### src/rtl/three_input_nand_sweep_controller.sv
// Exhaustive sweep sequencer for an N-input NAND gate: walks every input vector,
// holds it for a settle window, then checks the gate output against ~&vector.
//
// state  | meaning
// IDLE   | waiting for start; results of the last sweep are held
// SETTLE | current vector driven, waiting HOLD_CYCLES for the gate to settle
// CHECK  | one cycle: compare gate_out with ~&gate_in, advance or finish
// DONE   | one cycle: done pulse, pass reflects the completed sweep
module three_input_nand_sweep_controller #(
  parameter int N           = 3,
  parameter int HOLD_CYCLES = 4
) (
  input  logic         clk,
  input  logic         rst_n,
  input  logic         start,
  input  logic         abort,
  output logic [N-1:0] gate_in,
  input  logic         gate_out,
  output logic         busy,
  output logic         done,
  output logic         pass,
  output logic [N:0]   err_count,
  output logic [N-1:0] fail_vec
);

  localparam int HW = $clog2(HOLD_CYCLES + 1);
  localparam logic [HW-1:0] HOLD_LAST = HW'(HOLD_CYCLES - 1);

  typedef enum logic [1:0] {
    S_IDLE   = 2'd0,
    S_SETTLE = 2'd1,
    S_CHECK  = 2'd2,
    S_DONE   = 2'd3
  } state_t;

  state_t        state;
  logic [HW-1:0] hold_cnt;
  logic          mismatch;
  logic          last_vec;

  assign mismatch = (gate_out != ~(&gate_in));
  assign last_vec = &gate_in;

  always_ff @(posedge clk or negedge rst_n) begin
    if (!rst_n) begin
      state     <= S_IDLE;
      gate_in   <= '0;
      busy      <= 1'b0;
      done      <= 1'b0;
      pass      <= 1'b0;
      err_count <= '0;
      fail_vec  <= '0;
      hold_cnt  <= '0;
    end else begin
      done <= 1'b0;
      case (state)
        S_IDLE: begin
          if (start && !abort) begin
            gate_in   <= '0;
            err_count <= '0;
            fail_vec  <= '0;
            pass      <= 1'b0;
            hold_cnt  <= '0;
            busy      <= 1'b1;
            state     <= S_SETTLE;
          end
        end

        S_SETTLE: begin
          if (abort) begin
            gate_in  <= '0;
            pass     <= 1'b0;
            busy     <= 1'b0;
            hold_cnt <= '0;
            state    <= S_IDLE;
          end else begin
            hold_cnt <= hold_cnt + 1'b1;
            if (hold_cnt == HOLD_LAST) state <= S_CHECK;
          end
        end

        S_CHECK: begin
          // An abort here discards this cycle's comparison entirely.
          if (abort) begin
            gate_in  <= '0;
            pass     <= 1'b0;
            busy     <= 1'b0;
            hold_cnt <= '0;
            state    <= S_IDLE;
          end else begin
            if (mismatch) begin
              err_count <= err_count + 1'b1;
              if (err_count == '0) fail_vec <= gate_in;
            end
            if (last_vec) begin
              // pass is settled alongside the done pulse, folding in this final check.
              pass  <= (err_count == '0) && !mismatch;
              busy  <= 1'b0;
              done  <= 1'b1;
              state <= S_DONE;
            end else begin
              gate_in  <= gate_in + 1'b1;
              hold_cnt <= '0;
              state    <= S_SETTLE;
            end
          end
        end

        S_DONE: begin
          state <= S_IDLE;
        end

        default: begin
          state <= S_IDLE;
        end
      endcase
    end
  end

endmodule
### config.mk
export PLATFORM = sky130hd
export DESIGN_NAME = three_input_nand_sweep_controller
export DESIGN_NICKNAME = d
export VERILOG_FILES = /design/src/rtl/three_input_nand_sweep_controller.sv
export SDC_FILE = /design/constraint.sdc
export NUM_CORES = 1
export LEC_CHECK = 0
export ABC_AREA = 0
export BUFFER_PORTS_ARGS = -buffer_cell sky130_fd_sc_hd__buf_4
export CAP_MARGIN = 25
export CORE_MARGIN = 5
export CORE_UTILIZATION = 55
export DETAILED_ROUTE_END_ITERATION = 7
export GPL_ROUTABILITY_DRIVEN = 0
export PLACE_DENSITY = 0.76
export SLEW_MARGIN = 5
export SYNTH_ARGS = -nofsm -noshare
export SYNTH_HDL_FRONTEND = slang
export SYNTH_SLANG_ARGS = --single-unit
### constraint.sdc
create_clock -name clk -period 5.9 [get_ports clk]
set_input_delay 1.77 -clock clk [delete_from_list [all_inputs] [get_ports clk]]
set_output_delay 1.77 -clock clk [all_outputs]
set_load 0.1 [all_outputs]
* Word level (Yosys, flattened, before mapping)
Cells that the tools add are included.
Cells by class: reduce and logical (&&, ||, !) cells 15, bitwise operators 1, multiplexer cells 35, eq/ne operators 13, $add $sub $neg 3
Operators with widths (number):
- $mux 3 | 10
- $pmux 3 s3 | 2
- $mux 4 | 3
- $reduce_and 4->1 | 3
- $mux 1 | 10
- $mux 2 | 5
- $ne 2x2->1 const B | 5
- $ne 3x3->1 const B | 3
- $pmux 2 s4 | 1
- $pmux 4 s2 | 1
- $add 3x1->3 const B | 2
- $pmux 1 s3 | 2
- $pmux 3 s2 | 1
- $reduce_and 3->1 | 2
- $reduce_and 5->1 | 1
- $add 4x1->4 const B | 1
- $eq 2x2->1 const B | 2
- $logic_not 4->1 | 1
- $eq 3x2->1 const B | 1
- $reduce_bool 3->1 | 1
- $eq 2x1->1 const B | 1
- $logic_and 1x1->1 | 2
- $logic_not 1->1 | 2
- $logic_not 2->1 | 1
- 4 further kinds | 4
Storage, ports and cells: register bits 18

* Logic depth before layout (Yosys ltp)
Gate-level depths: netlist of the first run.
depth in word-level cells 8, gate-level depth with buffers 6

* Least setup slack after synthesis of the first run
No wires, ideal clock.
path kind in2reg, start input port abort, end register gate_in[0], library setup time 0.126 ns, path buffers 0, cell stages on the path 4, data arrival time 2.717 ns, setup slack 3.057 ns, required time 5.774 ns, cells stage by stage nand2b_1 -> a221o_1 -> or2_1 -> mux2_4
On the way: longest elaborated chain between the ends 4, elaborated cells between the ends (all ways) 8, those cells by class eq/ne (3); mux (2); reduce/logical (3)
Ends and longest elaborated chain:
- from (decl) | RTL line 16 | input logic abort,
- $logic_not 1->1 | RTL line 58 | if (start && !abort) begin
- $logic_and 1x1->1 | RTL line 58
- $ne 2x2->1 (no line)
- $reduce_and 4->1 (no line)
- to (signal assigned) | RTL line 102 | gate_in <= gate_in + 1'b1;
- to (decl) | RTL line 17 | output logic [N-1:0] gate_in,
Several ways; a longest one is shown, not always the timed one. A chain may end at the register's enable or synchronous reset.

* Final worst setup path of the first run
start register err_count[2], end output port err_count[2]
RTL lines:
- from (decl) | RTL line 22 | output logic [N:0] err_count,
- from (signal assigned) | RTL line 92 | err_count <= err_count + 1'b1;
No word-level cell between the ends.

==> out/results.ini, run 1 <==
[outcome]
status = finished, final reports clean

[worst_setup_path]
worstPathMaxFanout = 6
cpLargestDelayFamily = flip-flops
cp.arrival_ps = 1030
crit_path_start_kind = register
critPathSlowestCell = dfrtp_1
path_class = reg2out
cp_data_required_time_ps = 4130
path_buf_inv = 1
crit_path_end_kind = output port
slowest_delay_ps = 430
cp_cell_sequence = buf_4

[sta]
relSlewSlack = 0.712
setup-violations-final = 0
drv_slew = 0
finalCritPeriodShare = 0.475
finClkSkew_ps = 5.91
rsz0062_at_grt = no
worst_pin_slew_ps = 427
finalWorstSetupSlack_ps = 3100
final.setup.tns_ps = 0
fmax_mhz = 357
period_minus_slack_ps = 2800
hold_slack_ps = 516
finalHoldViolCount = 0

[logic_synthesis]
yosys_warnings = 0
syn_inst = 90
syn-num-nets = 105
yosys_register_bits = 18
synth_cell_type_count = 27
synth_area_um2 = 996
yosysSeqAreaShare = 0.452
syn_area_per_cell_um2 = 11.1

[final_layout]
final_cell_mix = dfrtp_1 (18), buf_4 (17), ha_1 (10)
final_common_cell = dfrtp_1
syn2layout_area_growth_pct = 19.6
drive_gt1_frac = 0.270
n_antenna_cell = 0
nNetsFinal = 127
design_area_um2 = 1190
final_core_util = 0.690
instances_no_fill = 136

[drt]
ant_nets = 0
vias_per_cell = 5.30
vias = 721
wirelength_mm = 1.72
dr.first_iter.drc_count = 9
dr.pass1.iters = 2
wl_per_cell_um = 12.6
route.detailed.drc = 0

[placed_design]
io_buffers = 17
hpwl_mm = 1.38
pre_cts_slack_ps = 2860
dp.cells = 132
placed_cell_area_um2 = 1150

[floorplan]
std_cell_rows = 15
io_pins = 18
start_util = 0.577
die_w_um = 52.6
dieArea_um2 = 2760
core_area_um2 = 1730
die_y_um = 52.6

[power]
ir_drop_mv = 0.192
leakage_nw = 0.640
finalPower_uw = 332
power.density_cell_area_nw_per_um2 = 279

[global_routing]
overflow = 0
grt_pass1_vias = 742
antenna_found_initial = 0
grt_pass1_wl_mm = 3.15
use_met2 = 0.246
track_usage = 0.151
busiest_layer = met2
grt_max_degree = 19
met3_usage = 0.0342
grt_util_met1 = 0.208

[clock_network]
cts_max_level = 1
cts_made_buffers = 3
post_cts_buffers = 0
clkSinkCount = 18
cts.clk_slew.worst_paths_ps = 100
clock_latency_ps = 280
hold_buffers = 0
ctsLongestPathBuffers = 2
cts_resized = 0
cts_tree = done
cts_root_buffer = clkbuf_4

[flow_run]
drv_cap = 0

[worst_hold_path]
hold_path_class = reg2reg

[final timing paths]
path,cells after the start,slack [ps],startpoint,end
max in group asynchronous,1,4370,rst_n,fail_vec[1]
worst min register to register,1,520,hold_cnt[2],hold_cnt[2]
worst min-delay path,1,520,hold_cnt[2],hold_cnt[2]
min in group asynchronous,1,1330,rst_n,done
worst max register to register,6,3850,gate_in[0],err_count[2]
worst max-delay path,1,3100,err_count[2],err_count[2]
[layout make-up]
class	count	area, um^2
Inverter	7	26.3
Clock buffer	4	36.3
Multi-Input combinational cell	65	519
Sequential cell	18	450
Fill cell	146	536
Timing Repair Buffer	17	128
Tap cell	25	31.3
[routing by layer]
metal  wire length [um]  up-vias
li1                   -      368
met2                820       10
met1                845      343
met5                  0        -
met3                 52        0
met4                  0        0
[sequential cells by signal (all words and copies together), names as in the netlist]
| name | cells |
|---|---|
| done | 1 |
| gate_in | 3 |
| pass | 1 |
| state | 2 |
| fail_vec | 3 |
| err_count | 4 |
| busy | 1 |
| hold_cnt | 3 |
[cell families (layout without fill, tap and decap cells)]
kind of cell | after synthesis | in the layout | synth area share
buffers and inverters | 7 | 28 | 0.0264
AND/OR/NAND/NOR | 27 | 27 | 0.160
XOR/XNOR | 1 | 1 | 0.00880
AO/OA/AOI/OAI | 21 | 21 | 0.157
adder cells (fa/ha/maj) | 10 | 10 | 0.126
multiplexers | 6 | 6 | 0.0703
flip-flops | 18 | 18 | 0.452
[cells in the mapped netlist, drive strengths merged]
cell type   n  share of area
nand3       1         0.0050
mux2i       1          0.010
a22o        6          0.053
and2b       1         0.0075
dfrtp      18           0.45
o31ai       1         0.0075
o21ai       8          0.040
nand2       1         0.0038
o41ai       1         0.0088
nor3        3          0.025
a211oi      1          0.013
ha         10           0.13
a221o       3          0.030
or4b        1          0.010
nor2b       3          0.019
xor2        1         0.0088
and3        4          0.025
mux2        5          0.060
inv         7          0.026
nand2b      3          0.019
or2         1         0.0063
and3b       1         0.0088
a21oi       1         0.0050
nor2        8          0.030
[power by group]
part / internal [mW] / switching (mW) / total, mW
Clock: 0.0375 / 0.0359 / 0.0734
Sequential: 0.135 / 0.00856 / 0.144
Combinational: 0.0395 / 0.0756 / 0.115
Note: power is estimated with default switching activity, not from simulation.
==> run 2: changes to the inputs <==
- ABC_AREA: 0 -> 1
- CORE_UTILIZATION: 55 -> 49
- PLACE_DENSITY: 0.76 -> 0.71
- clock period: 5.9 -> 2.3 ns (I/O delays scaled with it)
==> out/results.ini, run 2 <==
[sta]
finalWorstSetupSlack_ps = 544  ; -2560 ps
finalCritPeriodShare = 0.764
relSlewSlack = 0.779  ; +0.0671
fmax_mhz = 569
rsz0062_at_grt = no
setup-violations-final = 0  ; unchanged
drv_slew = 0  ; unchanged
worst_pin_slew_ps = 331  ; -96.2 ps
finClkSkew_ps = 4.56  ; -1.35 ps
period_minus_slack_ps = 1760
final.setup.tns_ps = 0  ; unchanged
finalHoldViolCount = 0  ; unchanged

[worst_setup_path]
critPathSlowestCell = dfrtp_1
path_class = reg2out
r2r_end = fail_vec[2]
crit_path_end_kind = output port
cp.arrival_ps = 1070  ; +40 ps
r2r_start = state[0]
cpLargestDelayFamily = flip-flops
crit_path_start_kind = register
cp_cell_sequence = buf_4
rr_worst_depth = 9  ; +3
slowest_delay_ps = 450  ; +20 ps
path_buf_inv = 1  ; unchanged
worstPathMaxFanout = 5  ; -1
cp_data_required_time_ps = 1610  ; -2520 ps
r2r_slack_ps = 690  ; -3160 ps

[clock_network]
clkSinkCount = 18  ; unchanged
cts_resized = 0  ; unchanged
cts_max_level = 1  ; unchanged
cts_tree = done
hold_buffers = 0  ; unchanged
ctsLongestPathBuffers = 2  ; unchanged
cts_root_buffer = clkbuf_4
cts_made_buffers = 3  ; unchanged
clock_latency_ps = 290  ; about the same
post_cts_buffers = 0  ; unchanged
cts.clk_slew.worst_paths_ps = 100  ; about the same

[final_layout]
multiInputGateArea_um2 = 568  ; +9.4%
syn2layout_area_growth_pct = 15.7
instances_no_fill = 189  ; +39%
drive_gt1_frac = 0.205  ; -0.0653
n_antenna_cell = 0  ; unchanged
fillCellCount = 216  ; +48%
nNetsFinal = 178  ; +40%
seq_area_um2 = 450  ; unchanged
largest-register = err_count
final_common_cell = nand2_1
final_cell_mix = nand2_1 (49), inv_1 (19), dfrtp_1 (18)
largest_register_ff_count = 4  ; unchanged

[logic_synthesis]
yosysTopAreaCell = dfrtp_1
yosysSeqAreaShare = 0.406  ; -0.0459
synth_mux_area_frac = 0  ; -0.0704
synthArstFlopShare = 1.00  ; unchanged
synth_edf_count = 0  ; unchanged
syn_inst = 142  ; +58%
syn-num-nets = 157  ; +50%
synth_xor_xnor_area_share = 0.0158  ; +0.00701
synth_fa_ha_area_frac = 0.113  ; -0.0128
synth_cell_type_count = 23  ; -15%
synth_commonest_cells = nand2_1 (49), inv_1 (19), dfrtp_1 (18), ha_1 (10), nand3_1 (9)
synth-main-ff-cell = dfrtp_1
synth_top_family_by_area = simple AND/OR/NAND/NOR gates
synth_area_um2 = 1110  ; +11%
yosys.cell_count.top_type = nand2_1
yosys_register_bits = 18  ; unchanged
synth_area_leaders = dfrtp_1 (41%), nand2_1 (17%), ha_1 (11%)
synth-simple-area-share = 0.332  ; +0.172
syn_area_per_cell_um2 = 7.81  ; -29%
yosysTopAreaCellShare = 0.406  ; -0.0459
synth_compound_gate_area_share = 0.0519  ; -0.105
yosys_warnings = 0  ; unchanged

[global_routing]
antenna_found_initial = 0  ; unchanged
grt_max_degree = 19  ; unchanged
grt_pass1_wl_mm = 3.74  ; +19%
overflow = 0  ; unchanged
grt_pass1_vias = 873  ; +18%
track_usage = 0.144  ; -0.00788

[outcome]
status = finished, final reports clean

[drt]
route.detailed.drc = 0  ; unchanged
vias_per_cell = 5.05  ; -4.8%
dr.first_iter.drc_count = 12  ; +3
vias = 954  ; +32%
wl_per_cell_um = 11.1  ; -12%
ant_nets = 0  ; unchanged
wirelength_mm = 2.11  ; +23%
dr.pass1.iters = 4  ; +2

[floorplan]
start_util = 0.506  ; -0.0708
die_w_um = 57.6  ; +9.5%
io_pins = 18  ; unchanged
dieArea_um2 = 3310  ; +20%
std_cell_rows = 17  ; +2
die_y_um = 57.6  ; +9.5%
core_area_um2 = 2190  ; +27%

[placed_design]
io_buffers = 17  ; unchanged
hpwl_mm = 1.69  ; +23%
pre_cts_slack_ps = 665  ; -2190 ps
dp.cells = 186  ; +41%

[worst_hold_path]
hold_path_class = in2async

[power]
ir_drop_mv = 0.777  ; +300%
power.density_cell_area_nw_per_um2 = 975  ; +250%
leakage_nw = 0.777  ; +21%

[flow_run]
drv_cap = 0  ; unchanged

-- run 2: metal layers --
layer	global-route usage	part of all wire
met1	0.178	0.45
met2	0.245	0.50
met3	0.0226	0.037
met4	0.0596	0.017
met5	0	0
-- run 2: cells by family after synthesis --
group	after synthesis
fa+ha+maj	10
flops	18
buf+inv	22
simple gates	80
xor+xnor	2
compound gates	10
-- run 2: power breakdown --
group,internal (mW),total (mW),switching [mW],leakage (nW)
Clock,0.0609,0.154,0.0931,0.0138
Combinational,0.183,0.687,0.503,0.518
Sequential,0.367,0.410,0.0430,0.245
-- run 2: area by class of cell --
type,count,area share
clock buffer,3,0.0176
inverter,21,0.0615
tap,28,0.0273
multi-input combinational,102,0.443
timing repair buffer,17,0.0995
sequential,18,0.351
-- run 2: how the worst max path moves through the flow --
stage	slack, ps	startpoint	endpoint	cells after the start
after floorplan	260	gate_in[0]	fail_vec[0]	9
final	540	err_count[2]	err_count[2]	1
after global routing	480	err_count[1]	err_count[1]	1
after detailed placement	660	abort	busy	9
after CTS	530	err_count[2]	err_count[2]	1
after global placement	680	abort	busy	9
-- run 2: per-stage QoR --
| stage | cell area (um^2) | hold WS, ps | power [mW] | utilization |
|---|---|---|---|---|
| after global routing | 1280 | 243 | 1.37 | 0.585 |
| after floorplan | 1110 | 394 | 0.964 | - |
| after CTS | 1280 | 246 | 1.27 | 0.585 |
| after global placement | 1260 | 455 | 1.09 | 0.575 |
| after detailed placement | 1260 | 463 | 1.11 | 0.575 |
| final | 1280 | 247 | 1.25 | 0.585 |
==> run 3: changes to the inputs <==
- ABC_AREA: 1 -> 0
- CORE_UTILIZATION: 49 -> 48
- PLACE_DENSITY: 0.71 -> 0.7
- clock period: 2.3 -> 1.49 ns (I/O delays scaled with it)
==> out/results.ini, run 3 (synthesis gave the netlist of run 1 again) <==
[drt]
dr.pass1.iters = 4  ; unchanged
vias = 863  ; -9.5%
wl_per_cell_um = 18.4  ; +65%
wirelength_mm = 2.90  ; +38%
ant_nets = 0  ; unchanged
vias_per_cell = 5.46  ; +8.2%
route.detailed.drc = 0  ; unchanged
dr.first_iter.drc_count = 41  ; +29

[sta]
finalHoldViolCount = 0  ; unchanged
setup-violations-final = 18  ; +18
finalWorstSetupSlack_ps = -328  ; -872 ps
drv_slew = 0  ; unchanged
fmax_mhz = 550
relSlewSlack = 0.725  ; -0.0542
finClkSkew_ps = 1.49  ; -3.08 ps
period_minus_slack_ps = 1820
finalCritPeriodShare = 1.22
rsz0062_at_grt = yes
worst_pin_slew_ps = 408  ; +76.9 ps

[worst_setup_path]
path_class = reg2reg
cp.arrival_ps = 2010  ; +940 ps
critPathSlowestCell = dfrtp_4
crit_path_end_kind = register
slowest_delay_ps = 520  ; +70 ps
crit_path_start_kind = register
cp_cell_sequence = ha_4 > ha_4 > xor2_4 > a211oi_2 > o21ai_2 > a221o_1
worstPathMaxFanout = 4  ; -1
cp_common_cell = ha_4
cp_data_required_time_ps = 1680  ; +70 ps

[clock_network]
clkSinkCount = 18  ; unchanged
cts.clk_slew.worst_paths_ps = 110  ; about the same
cts_max_level = 1  ; unchanged
cts_made_buffers = 3  ; unchanged
cts_root_buffer = clkbuf_4
cts_tree = done
ctsLongestPathBuffers = 2  ; unchanged
clock_latency_ps = 300  ; about the same

[floorplan]
io_pins = 18  ; unchanged
std_cell_rows = 16  ; -1
die_w_um = 55.6  ; -3.5%
die_y_um = 55.6  ; -3.5%
core_area_um2 = 1960  ; -10%
dieArea_um2 = 3090  ; -6.9%
start_util = 0.508  ; +0.00166

[final_layout]
largest-register = err_count
fillCellCount = 126  ; -42%
final_common_cell = buf_4
design_area_um2 = 1580  ; +23%
drive_gt1_frac = 0.557  ; +0.352
syn2layout_area_growth_pct = 58.4
n_antenna_cell = 0  ; unchanged
largest_register_ff_count = 4  ; unchanged
nNetsFinal = 147  ; -17%
final_cell_mix = buf_4 (23), dfrtp_1 (13), buf_6 (8)

[outcome]
status = finished with violations
violations = negative setup slack

[placed_design]
placed_cell_area_um2 = 1370  ; +8.4%
hpwl_mm = 1.67  ; -1.6%
io_buffers = 17  ; unchanged
pre_cts_slack_ps = -276  ; -940 ps

[power]
power.density_cell_area_nw_per_um2 = 1030  ; +5.4%
ir_drop_mv = 1.07  ; +38%
finalPower_mw = 1.62  ; +30%
leakage_nw = 0.766  ; -1.4%

[global_routing]
grt_max_degree = 19  ; unchanged
track_usage = 0.174  ; +0.0305
grt_pass1_wl_mm = 4.17  ; +12%
antenna_found_initial = 0  ; unchanged
grt_pass1_vias = 893  ; +2.3%
overflow = 0  ; unchanged

[flow_run]
drv_cap = 0  ; unchanged

[worst_hold_path]
hold_path_class = in2reg

run 3: timing repair:
action                     CTS  global route
hold endpoints to repair     8             0
setup buffers                3             1
hold buffers                 1             0
pin swaps                    5             7
setup endpoints to repair   20            23
resized for setup           23            18
run 3: final cells by class:
class	instances	area (um^2)	area share
multi-input combinational	65	652	0.413
sequential	18	462	0.293
timing repair buffer	37	368	0.233
clock buffer	4	36.3	0.0230
tap	27	33.8	0.0214
inverter	7	26.3	0.0167
run 3: through the flow:
stage / utilization / setup TNS (ps) / hold WS [ps] / cells
final: 0.804 / -3880 / 470 / 158
after global routing: 0.804 / -4900 / 488 / 158
after CTS: 0.770 / -3420 / 432 / 159
after detailed placement: 0.696 / -3210 / 333 / 152
after global placement: 0.696 / -2920 / 329 / 152
after floorplan: - / -4620 / 151 / 90
run 3: final timing paths:
| path | cells past startpoint | startpoint | slack [ps] | endpoint |
|---|---|---|---|---|
| max in group asynchronous | 2 | rst_n | 670 | gate_in[1] |
| worst max-delay path | 6 | gate_in[0] | -330 | err_count[2] |
| worst min-delay path | 3 | gate_out | 470 | pass |
| worst min register to register | 1 | fail_vec[0] | 520 | fail_vec[0] |
| min in group asynchronous | 2 | rst_n | 600 | gate_in[0] |
| worst max register to register | 6 | gate_in[0] | -330 | err_count[2] |
run 3: critical path: cells and delay by family (launching register included):
family	cells	cell delay [ps]
DFF	1	520
adders and majority gates	2	340
AOI/OAI and AO/OA	3	690
xor gates and xnor gates	1	160
run 3: power by group:
part	total (mW)	internal (mW)	switching, mW	leakage (nW)
combinational	0.727	0.311	0.415	0.507
sequential	0.579	0.536	0.0437	0.238
clock	0.316	0.149	0.167	0.0210
run 3: routing by layer:
| layer | track usage | routed length, um | up-vias |
|---|---|---|---|
| li1 | - | - | 409 |
| met1 | 0.207 | 1160 | 432 |
| met2 | 0.309 | 1620 | 18 |
| met3 | 0.0280 | 96 | 4 |
| met4 | 0.0694 | 22 | 0 |
| met5 | 0 | 0 | - |
